--- src/rtl/audio_pkg.sv ---
// Shared types for the audio output path: stereo pair layout and frame FSM states.
// Latency: n/a (types only).
// Backpressure: n/a (types only).
package audio_pkg;

  localparam int SAMPLE_W = 32;

  // One stereo sample pair as buffered in the output FIFO (left in the upper half).
  typedef struct packed {
    logic [SAMPLE_W-1:0] left;
    logic [SAMPLE_W-1:0] right;
  } stereo_pair_t;

  typedef enum logic [1:0] {
    IDLE  = 2'd0,
    LEFT  = 2'd1,
    RIGHT = 2'd2
  } frame_state_t;

endpackage

--- src/rtl/audio_sample_fifo.sv ---
// Synchronous FIFO of stereo pairs with flush, full/empty flags and an explicit occupancy count.
// Latency: a pushed pair is visible on rd_dat the cycle after the push (first-word fall-through).
// Backpressure: pushes while full and pops while empty are ignored; clear wins over push and pop.
module audio_sample_fifo
  import audio_pkg::*;
#(
  parameter int DEPTH = 8,
  localparam int AW = $clog2(DEPTH),
  localparam int CW = AW + 1
) (
  input  logic         clk,
  input  logic         rst_n,
  input  logic         clear,
  input  logic         push,
  input  logic         pop,
  input  stereo_pair_t wr_dat,
  output stereo_pair_t rd_dat,
  output logic         full,
  output logic         empty,
  output logic [CW-1:0] count
);

  stereo_pair_t mem [DEPTH];
  logic [AW-1:0] wr_ptr;
  logic [AW-1:0] rd_ptr;
  logic          push_ok;
  logic          pop_ok;

  assign full    = (count == CW'(DEPTH));
  assign empty   = (count == '0);
  assign push_ok = push && !full;
  assign pop_ok  = pop && !empty;
  assign rd_dat  = mem[rd_ptr];

  // Pointer and occupancy bookkeeping; pointers wrap naturally since DEPTH is a power of two.
  always_ff @(posedge clk or negedge rst_n) begin
    if (!rst_n) begin
      wr_ptr <= '0;
      rd_ptr <= '0;
      count  <= '0;
    end else if (clear) begin
      wr_ptr <= '0;
      rd_ptr <= '0;
      count  <= '0;
    end else begin
      if (push_ok) wr_ptr <= wr_ptr + AW'(1);
      if (pop_ok)  rd_ptr <= rd_ptr + AW'(1);
      case ({push_ok, pop_ok})
        2'b10:   count <= count + CW'(1);
        2'b01:   count <= count - CW'(1);
        default: count <= count;
      endcase
    end
  end

  // Storage array; contents need no reset because count gates every read.
  always_ff @(posedge clk) begin
    if (push_ok && !clear) mem[wr_ptr] <= wr_dat;
  end

endmodule

--- src/rtl/audio_dac_serializer.sv ---
// Buffers stereo pairs and shifts them out left-justified on AUD_DACDAT, timed by codec BCLK/LRCK.
// Latency: first bit appears SYNC_STAGES+1 CLOCK_50 cycles after the LRCK edge reaches the pin.
// Backpressure: audio_out_allowed drops when the FIFO is full; writes then are dropped and flag overflow.
module audio_dac_serializer
  import audio_pkg::*;
#(
  parameter int FIFO_DEPTH  = 8,
  parameter int AUDIO_WIDTH = 24,
  parameter int SYNC_STAGES = 2
) (
  input  logic                          CLOCK_50,
  input  logic                          reset_n,
  input  logic                          clear_audio_out_memory,
  input  logic [31:0]                   left_channel_audio_out,
  input  logic [31:0]                   right_channel_audio_out,
  input  logic                          write_audio_out,
  output logic                          audio_out_allowed,
  output logic [$clog2(FIFO_DEPTH):0]   fifo_used,
  output logic                          underrun,
  output logic                          overflow,
  input  logic                          AUD_BCLK,
  input  logic                          AUD_DACLRCK,
  output logic                          AUD_DACDAT
);

  localparam int BIT_W = $clog2(AUDIO_WIDTH + 1);
  localparam logic [BIT_W-1:0] BIT_END  = BIT_W'(AUDIO_WIDTH);
  localparam logic [BIT_W-1:0] BIT_LAST = BIT_W'(AUDIO_WIDTH - 1);

  logic [SYNC_STAGES-1:0] bclk_sync;
  logic [SYNC_STAGES-1:0] lrck_sync;
  logic                   bclk_d;
  logic                   lrck_d;
  logic                   bclk_fall;
  logic                   lrck_rise;
  logic                   lrck_fall;

  stereo_pair_t           wr_pair;
  stereo_pair_t           rd_pair;
  logic                   fifo_full;
  logic                   fifo_empty;
  logic                   fifo_push;
  logic                   fifo_pop;

  frame_state_t           state;
  frame_state_t           state_nxt;
  logic                   load_left;
  logic                   load_zero;
  logic                   load_right;
  logic [AUDIO_WIDTH-1:0] frame_word;
  logic [AUDIO_WIDTH-1:0] shift_reg;
  logic [AUDIO_WIDTH-1:0] held_right;
  logic [BIT_W-1:0]       bit_cnt;

  // Bring the codec clocks into CLOCK_50 and keep a delayed copy for edge detection.
  always_ff @(posedge CLOCK_50 or negedge reset_n) begin
    if (!reset_n) begin
      bclk_sync <= '0;
      lrck_sync <= '0;
      bclk_d    <= 1'b0;
      lrck_d    <= 1'b0;
    end else begin
      bclk_sync <= {bclk_sync[SYNC_STAGES-2:0], AUD_BCLK};
      lrck_sync <= {lrck_sync[SYNC_STAGES-2:0], AUD_DACLRCK};
      bclk_d    <= bclk_sync[SYNC_STAGES-1];
      lrck_d    <= lrck_sync[SYNC_STAGES-1];
    end
  end

  assign bclk_fall = bclk_d && !bclk_sync[SYNC_STAGES-1];
  assign lrck_rise = !lrck_d && lrck_sync[SYNC_STAGES-1];
  assign lrck_fall = lrck_d && !lrck_sync[SYNC_STAGES-1];

  assign wr_pair           = '{left: left_channel_audio_out, right: right_channel_audio_out};
  assign audio_out_allowed = !fifo_full;
  assign fifo_push         = write_audio_out && audio_out_allowed;

  audio_sample_fifo #(.DEPTH(FIFO_DEPTH)) u_fifo (
    .clk    (CLOCK_50),
    .rst_n  (reset_n),
    .clear  (clear_audio_out_memory),
    .push   (fifo_push),
    .pop    (fifo_pop),
    .wr_dat (wr_pair),
    .rd_dat (rd_pair),
    .full   (fifo_full),
    .empty  (fifo_empty),
    .count  (fifo_used)
  );

  // Only the top AUDIO_WIDTH bits of each channel are serialized.
  if (AUDIO_WIDTH < SAMPLE_W) begin : g_lsb
    logic unused_lsbs;
    assign unused_lsbs = ^{rd_pair.left[SAMPLE_W-AUDIO_WIDTH-1:0],
                           rd_pair.right[SAMPLE_W-AUDIO_WIDTH-1:0]};
  end

  // Frame state register.
  always_ff @(posedge CLOCK_50 or negedge reset_n) begin
    if (!reset_n) state <= IDLE;
    else          state <= state_nxt;
  end

  // Frame sequencing: an LRCK edge selects what the next half-frame transmits.
  always_comb begin
    state_nxt  = state;
    fifo_pop   = 1'b0;
    load_left  = 1'b0;
    load_zero  = 1'b0;
    load_right = 1'b0;
    if (lrck_rise) begin
      state_nxt = LEFT;
      // A flush in the same cycle empties the FIFO first, so treat it as an underrun.
      if (!fifo_empty && !clear_audio_out_memory) begin
        fifo_pop  = 1'b1;
        load_left = 1'b1;
      end else begin
        load_zero = 1'b1;
      end
    end else if (lrck_fall) begin
      state_nxt  = RIGHT;
      load_right = 1'b1;
    end
  end

  // Word loaded into the shifter on a frame edge; a right frame straight out of IDLE is silent.
  always_comb begin
    frame_word = '0;
    if (load_left)                         frame_word = rd_pair.left[SAMPLE_W-1 -: AUDIO_WIDTH];
    else if (load_right && state != IDLE)  frame_word = held_right;
  end

  // Right channel is captured at the left edge so the pair stays together even if the FIFO is flushed.
  always_ff @(posedge CLOCK_50 or negedge reset_n) begin
    if (!reset_n)       held_right <= '0;
    else if (load_left) held_right <= rd_pair.right[SAMPLE_W-1 -: AUDIO_WIDTH];
    else if (load_zero) held_right <= '0;
  end

  // Serializer: frame load beats a coincident BCLK fall; bits shift on BCLK falls, then zeros.
  always_ff @(posedge CLOCK_50 or negedge reset_n) begin
    if (!reset_n) begin
      shift_reg  <= '0;
      bit_cnt    <= '0;
      AUD_DACDAT <= 1'b0;
    end else if (load_left || load_zero || load_right) begin
      shift_reg  <= frame_word;
      bit_cnt    <= '0;
      AUD_DACDAT <= frame_word[AUDIO_WIDTH-1];
    end else if (bclk_fall && state != IDLE && bit_cnt != BIT_END) begin
      shift_reg  <= {shift_reg[AUDIO_WIDTH-2:0], 1'b0};
      bit_cnt    <= bit_cnt + BIT_W'(1);
      AUD_DACDAT <= (bit_cnt < BIT_LAST) ? shift_reg[AUDIO_WIDTH-2] : 1'b0;
    end
  end

  // Underrun pulse and sticky overflow flag; flush clears overflow.
  always_ff @(posedge CLOCK_50 or negedge reset_n) begin
    if (!reset_n) begin
      underrun <= 1'b0;
      overflow <= 1'b0;
    end else begin
      underrun <= load_zero;
      if (clear_audio_out_memory)                      overflow <= 1'b0;
      else if (write_audio_out && !audio_out_allowed)  overflow <= 1'b1;
    end
  end

endmodule

--- config.mk ---
export PLATFORM = sky130hd
export DESIGN_NAME = audio_dac_serializer
export DESIGN_NICKNAME = d
export VERILOG_FILES = /design/src/rtl/audio_pkg.sv /design/src/rtl/audio_sample_fifo.sv /design/src/rtl/audio_dac_serializer.sv
export SDC_FILE = /design/constraint.sdc
export NUM_CORES = 1
export LEC_CHECK = 0
export CAP_MARGIN = 20
export CORE_MARGIN = 3
export CORE_UTILIZATION = 60
export CTS_CLUSTER_DIAMETER = 120
export CTS_CLUSTER_SIZE = 30
export DETAILED_ROUTE_END_ITERATION = 8
export GPL_TIMING_DRIVEN = 0
export PLACE_DENSITY_LB_ADDON = 0.3
export SLEW_MARGIN = 30
export SYNTH_ARGS = -nofsm -noshare
export SYNTH_HDL_FRONTEND = slang
export SYNTH_SLANG_ARGS = --single-unit
--- constraint.sdc ---
create_clock -name CLOCK_50 -period 6.9 [get_ports CLOCK_50]
set_clock_uncertainty 0.15 [all_clocks]
set_input_delay 0.69 -clock CLOCK_50 [delete_from_list [all_inputs] [get_ports CLOCK_50]]
set_output_delay 0.69 -clock CLOCK_50 [all_outputs]
set_load 0.1 [all_outputs]
Yosys cells after proc, flatten, opt, wreduce, memory -nomap -nowiden
Memory sizes are Yosys's and may differ from the RTL's.
Cells that the tools add are included.

word-level totals
  register bits after elaboration = 73
  memory bits (writable) = 512
  output and inout bits = 8
  logic and storage cells = 83
  memories = 1

memories
  name        depth  width  rd ports  clocked after Yosys merged registers in  wr ports  line                     RTL
  u_fifo.mem  8      64     1         0                                        1         audio_sample_fifo.sv:23  stereo_pair_t mem [DEPTH];

cells by class
  add/subtract/negate cells = 5
  magnitude comparators = 1
  equality and inequality tests = 4
  muxes and demuxes = 29
  reductions and logical operators = 29

operators by type and width
  cell                 number
  $mux 24              4
  $mux 23              2
  $reduce_bool 2->1    7
  $mux 1               13
  $logic_and 1x1->1    12
  $mux 3               4
  $mux 5               2
  $pmux 4 s2           1
  $add 3x1->3 const B  2
  $logic_not 1->1      6
  $add 5x1->5 const B  1
  $lt 5x5->1 const B   1
  $ne 5x5->1 const B   1
  $add 4x1->4 const B  1
  $eq 4x4->1 const B   1
  $logic_not 4->1      1
  $mux 2               2
  $mux 4               1
  $sub 4x1->4 const B  1
  $reduce_bool 3->1    1
  $eq 2x1->1 const B   1
  $eq 2x2->1 const B   1
  $logic_or 1x1->1     2

Longest topological paths before layout
Gate-level depths: netlist of the first run.

  depth in word-level cells = 9
  gate-level depth with buffers = 9

By module
A second synthesis of the first run with hierarchy kept.

second synthesis, totals
  cell total of the unflattened synthesis = 1086
  area total of the unflattened synthesis = 22658.0 µm²

modules (own cells, without submodules)
  module                instances  cells an instance  area an instance (µm²)  sequential area each (µm²)
  audio_sample_fifo     1          816                19847.8                 15625.0
  audio_dac_serializer  1          270                2810.2                  1576.5

Worst setup path before layout of the first run
No wires, ideal clock.

  path type = register to register
  from = register u_fifo.count[0]
  to = memory u_fifo.mem[0][10] (netlist name) (enable)
  data arrival time = 4.860 ns
  slack = 1.377 ns
  cell stages (with the launch flop) = 5
  path buffers = 0
  path through = dfrtp_1 -> nor4b_4 -> nor3_1 -> nand2b_1 -> nor3_1

on the way
  longest elaborated chain between the ends = 7

RTL lines
  element                         line                                                 RTL
  start, declared                 audio_sample_fifo.sv:20                              output logic [CW-1:0] count
  start signal, assigned          audio_sample_fifo.sv:49                              2'b10: count <= count + CW'(1);
  start signal, assigned          audio_sample_fifo.sv:50                              2'b01: count <= count - CW'(1);
  start signal, assigned          audio_sample_fifo.sv:51                              default: count <= count;
  $eq 4x4->1 *                    audio_sample_fifo.sv:29                              assign full = (count == CW'(DEPTH));
  $logic_not 1->1 *               audio_sample_fifo.sv:31, audio_dac_serializer.sv:75
  $logic_and 1x1->1               audio_dac_serializer.sv:76                           assign fifo_push = write_audio_out && audio_out_allowed;
  $logic_and 1x1->1 *             audio_sample_fifo.sv:31                              assign push_ok = push && !full;
  $logic_and 1x1->1 *             audio_sample_fifo.sv:58                              if (push_ok && !clear) mem[wr_ptr] <= wr_dat;
  $mux 1 *                        audio_sample_fifo.sv:58
  $mux 1 (implied by the code) *  audio_sample_fifo.sv:58
  end, declared                   audio_sample_fifo.sv:23

Every way passes the cells marked *; elsewhere a longest branch is shown, timed or not.

Worst setup path after layout of the first run
  from = register u_fifo.count[0]
  to = output audio_out_allowed

on the way
  longest elaborated chain between the ends = 2

RTL lines
  element          line                        RTL
  $eq 4x4->1       audio_sample_fifo.sv:29
  $logic_not 1->1  audio_dac_serializer.sv:75  assign audio_out_allowed = !fifo_full;
  end, declared    audio_dac_serializer.sv:17  output logic audio_out_allowed,

Every way passes these cells.

==> results.cfg, run 1 <==
[run_status]
status = finished, final reports clean

[clocking]
postCtsSetupRepairBufs = 0
clk_latency_ns = 0.53
cts-root-buf = clkbuf_16
cts_tree = done
cts_resized = 0
path_clk_slew_ns = 0.11
clk_path_buf_depth = 3
htree_levels = 1
cts.sinks = 457
cts_buffers = 19

[sta]
grt_setup_unrepaired = false
worst_hold_slack_ns = 0.211
finalSetupViolations = 0
slew_violations = 0
finalCritPeriodShare_pct = 52.3
worst_slack_ns = 3.29
max_freq_mhz = 277
max_slew_margin_pct = 35.0
worst_pin_slew_ns = 0.972
hold_violations = 0
period_minus_slack_ns = 3.61
final.setup.tns_ns = 0

[pwr]
clock_power_share_pct = 27.5
intPower_mw = 3.78
p_seq_share_pct = 64.0
worst_ir_drop_vdd_uv = 163
p_sw_share_pct = 21.7
powerDensity_nw_per_um2 = 240
leakage_nw = 6.58
total_power_mw = 4.83
comb_power_share_pct = 8.5
power.switching_mw = 1.05

[floorplanning]
core.rowCount = 62
die_area_um2 = 31800
die_w_um = 178
initial_core_util_pct = 61.5
fp.dieH_um = 178
core_um2 = 29000
ios = 78

[grt]
antenna_found_initial = 0
grt_pass1_wl_um = 53300
grt-busiest-layer = met2
use_met2_pct = 36.2
overflow = 0
met3_usage_pct = 3.02
grt_usage_pct = 22.5
grt_pass1_vias = 8864
grt_max_degree = 52
grt_util_met1_pct = 33.5

[final_layout]
regArea_um2 = 13400
final_common_cell = edfxtp_1
area_growth_pct = 13.1
final_cell_area_um2 = 20200
fillers = 1788
stdcell_count = 1395
multi_input_area_um2 = 4180
fin_nets = 1076
drive_above_1_share_pct = 21.6
largest_register_ffs = 384
n_antenna_cell = 0
utilization_pct = 69.6
final_cell_mix = edfxtp_1 (384), mux4_2 (96), dfrtp_1 (73)

[detailed_routing]
drtIter0Drc = 742
drt_pass1_iterations = 5
avgRoutedWirePerCell_um = 24.9
drc = 0
via_per_inst = 6.23
num_vias = 8686
routed_wl_um = 34700
drtAntennaViolNets = 0

[run]
maxCapViolCount = 0

[worst_hold_path]
worstHoldPathType = reg -> reg

[placed_design]
placed_area_um2 = 19600
hpwl_um = 23900
post-place-ws_ns = 3.29
dp.cells = 1360
portBuffers = 61
gp_congestion = 0.819

[yosys]
synth_top_family_by_area = multiplexers
synth_area_um2 = 17800
syn_nets = 958
ys_types = 49
synth_compound_area_share_pct = 3.05
synthFlopType = edfxtp_1
ys_seq_area_share_pct = 74.9
ys_async_sr_fraction_pct = 16.0
synthAdderAreaFrac_pct = 0.561
synth_enable_flop_cells = 384
syn_area_per_cell_um2 = 20.3
yosys_warnings = 0
synthSimpleGateAreaFrac_pct = 2.69
synth_seq_cells = 457
synth_cells = 880
synthMuxAreaShare_pct = 16.3
synth-xor-area-share_pct = 0.491

[critical_path]
arrival_ns = 2.77
crit_path_end_kind = primary output
cp.required_ns = 6.06
cp-start-kind = flop
crit_type = reg -> out
worstPathMaxFanout = 9
==> layer usage <==
| metal | vias up | wire, um |
|---|---|---|
| li1 | 3780 | - |
| met1 | 4583 | 14900 |
| met2 | 274 | 17100 |
| met3 | 49 | 1810 |
| met4 | 0 | 854 |
| met5 | - | 0 |
==> critical path: stages, from the launching register on <==
cell and delay [ns]:
dfrtp_1 0.54, nor4b_4 0.48, inv_1 0.20, clkdlybuf4s50_1 1.01
==> synthesized netlist by cell type, drive strengths merged (2+ instances only) <==
master   number  area share, %
a2111oi       2          0.098
a21oi         6           0.17
a221o        22            1.2
a31oi         2          0.070
and2          4           0.14
buf          31            1.0
clkbuf       16           0.34
dfrtp        73             10
edfxtp      384             65
ha            8           0.56
inv          32           0.67
mux2         24            1.5
mux2i        48            2.7
mux4         96             12
nand2        10           0.21
nand2b        7           0.25
nand3         6           0.17
nand4         2          0.070
nor2         37           0.78
nor2b         3           0.11
nor3          8           0.32
nor3b         2          0.084
nor4b         2           0.18
o211ai        3           0.15
o21ai         5           0.14
o22ai        24           0.84
xnor2         3           0.15
xor2          7           0.34
==> path summary, 6_finish.rpt <==
| check | start | end | slack (ns) | cells past startpoint |
|---|---|---|---|---|
| setup / recovery | u_fifo.count[0] | audio_out_allowed | 3.29 | 3 |
| hold / removal | lrck_sync[0] | lrck_sync[1] | 0.21 | 0 |
| max in group asynchronous | reset_n | held_right[3] | 5.62 | 3 |
| setup reg to reg | u_fifo.count[0] | u_fifo.count[3] | 4.01 | 8 |
| hold reg to reg | lrck_sync[0] | lrck_sync[1] | 0.21 | 0 |
| min in group asynchronous | reset_n | u_fifo.count[1] | 0.44 | 2 |
==> what timing repair did <==
item	4_1_cts	5_1_grt
setup endpoints to repair	0	0
hold endpoints to repair	22	0
hold buffers	1	0
==> power by group through the flow <==
stage	Clock, mW	Sequential (mW)	Combinational [mW]
floorplan	0	3.17	0.228
global placement	0	3.16	0.384
detailed placement	0	3.16	0.411
CTS	1.36	3.09	0.414
global route	1.46	3.10	0.442
finish	1.33	3.09	0.408
==> cell type report <==
type / instances / area share, %
Buffer: 47 / 1.21
Sequential cell: 457 / 66.2
Inverter: 32 / 0.595
Clock buffer: 32 / 2.60
Clock inverter: 2 / 0.192
Tap cell: 384 / 2.38
Timing Repair Buffer: 97 / 6.12
Multi-Input combinational cell: 344 / 20.7
==> logic make-up (layout without fill, tap and decap cells) <==
logic type | count (synthesis) | after routing
DFF | 457 | 457
adders and majority gates | 8 | 8
and+or+nand+nor | 88 | 88
AOI/OAI and AO/OA | 70 | 70
buffers and inverters | 79 | 210
muxes | 168 | 168
xor gates and xnor gates | 10 | 10
No activity file was read; power rests on OpenSTA's default activity.
==> inputs of run 2 (changes only) <==
clock period = 3.4 ns   (was 6.9 ns; I/O delays follow)
==> run 2 against run 1 <==
First-iteration DRC count is 6.1% higher. Global-route usage is 1.1 points higher. Clock power is 100% higher. Die area stayed put. Critical path type unchanged. Highest routed layer unchanged.
==> results.cfg, run 2 (synthesis gave the netlist of run 1 again) <==
[run_status]
status = finished, final reports clean

[placed_design]
portBuffers = 61
gp_congestion = 0.837
hpwl_um = 24500
placed_area_um2 = 19600
dp.cells = 1353

[clocking]
htree_levels = 1
cts.sinks = 457
clk_path_buf_depth = 3
cts-root-buf = clkbuf_16
clk_latency_ns = 0.55
path_clk_slew_ns = 0.11
postCtsSetupRepairBufs = 0
cts_buffers = 19
cts_resized = 0
cts_tree = done

[sta]
finalSetupViolations = 0
period_minus_slack_ns = 3.30
hold_violations = 0
final.setup.tns_ns = 0
worst_hold_slack_ns = 0.0842
max_freq_mhz = 303
slew_violations = 0
worst_pin_slew_ns = 0.967
grt_setup_unrepaired = false
finalCritPeriodShare_pct = 97.0
max_slew_margin_pct = 35.3

[critical_path]
cp.required_ns = 2.91
crit_type = reg -> out
cp-start-kind = flop
crit_path_end_kind = primary output
worstPathMaxFanout = 9
arrival_ns = 2.81

[floorplanning]
die_area_um2 = 31800
fp.dieH_um = 178
core_um2 = 29000
initial_core_util_pct = 61.5
ios = 78
die_w_um = 178
core.rowCount = 62

[grt]
grt_pass1_vias = 8885
grt_usage_pct = 23.6
overflow = 0
antenna_found_initial = 0
grt_max_degree = 44
grt_pass1_wl_um = 55500

[detailed_routing]
drt_pass1_iterations = 5
drtIter0Drc = 787
drc = 0
drtAntennaViolNets = 0
num_vias = 8756
avgRoutedWirePerCell_um = 26.2
via_per_inst = 6.31
routed_wl_um = 36300

[final_layout]
largest_register_ffs = 384
final_cell_area_um2 = 20200
final_common_cell = edfxtp_1
area_growth_pct = 13.2
final_cell_mix = edfxtp_1 (384), mux4_2 (96), dfrtp_1 (73)
drive_above_1_share_pct = 21.0
utilization_pct = 69.6
n_antenna_cell = 0
fin_nets = 1069
stdcell_count = 1388

[worst_hold_path]
worstHoldPathType = in -> reg

[pwr]
leakage_nw = 6.55
worst_ir_drop_vdd_uv = 303
powerDensity_nw_per_um2 = 487

[run]
maxCapViolCount = 0
==> run 2: cell count changes in the layout (fill, tap and decap cells not counted) <==
cell / previous run / this run
buf_8: 3 / 5
buf_4: 21 / 8
buf_12: 0 / 1
buf_16: 16 / 17
buf_6: 6 / 8
nor3_4: 1 / 3
nor3_2: 3 / 1
==> run 2: final timing paths <==
kind | start | to | slack (ns) | cells past startpoint
max | u_fifo.count[0] | audio_out_allowed | 0.10 | 3
min | AUD_DACLRCK | lrck_sync[0] | 0.08 | 1
max reg2reg | u_fifo.count[0] | u_fifo.count[3] | 0.51 | 8
min reg2reg | bclk_sync[0] | bclk_sync[1] | 0.23 | 0
max in group asynchronous | reset_n | held_right[4] | 2.40 | 3
min in group asynchronous | reset_n | u_fifo.count[2] | 0.11 | 2
==> run 2: final cells by class <==
type	instances	area, um2
plain buffers	47	244
clock buffers	32	524
clock inverters	2	38.8
fillers	1794	8820
inverters	32	120
multi-input cells	344	4190
flip-flops and latches	457	13400
well taps	384	480
repair buffers	90	1240
==> run 2: worst max-delay path, stage by stage (launching register included) <==
cell	delay (ns)
dfrtp_1	0.54
nor4b_4	0.49
inv_1	0.21
clkdlybuf4s50_1	1.01
==> run 2: power breakdown <==
group          switching (mW)  internal, mW
Sequential             0.0708          6.21
Clock                    1.61          1.10
Combinational           0.466         0.371
Total                    2.15          7.68
==> run 2: stage by stage <==
stage / setup slack [ns] / power [mW]
3_5_place_dp: 0.223 / 7.24
4_1_cts: 0.142 / 9.89
6_report: 0.100 / 9.83
3_3_place_gp: -1.38 / 7.18
5_1_grt: 0.0358 / 10.1
2_1_floorplan: -0.101 / 6.90
==> run 2: per-layer routing <==
metal / up-vias / GRT usage (%) / share of wire [%]
met3: 60 / 2.87 / 5.7
met2: 306 / 38.7 / 51
met4: 0 / 5.71 / 2.5
met5: - / 0 / 0
li1: 3769 / - / -
met1: 4621 / 34.7 / 41
==> run 2: what timing repair did <==
item                                   in CTS  in global routing
setup endpoints to repair                   0                  0
endpoints found under the hold margin      73                  0
hold buffers                                1                  0
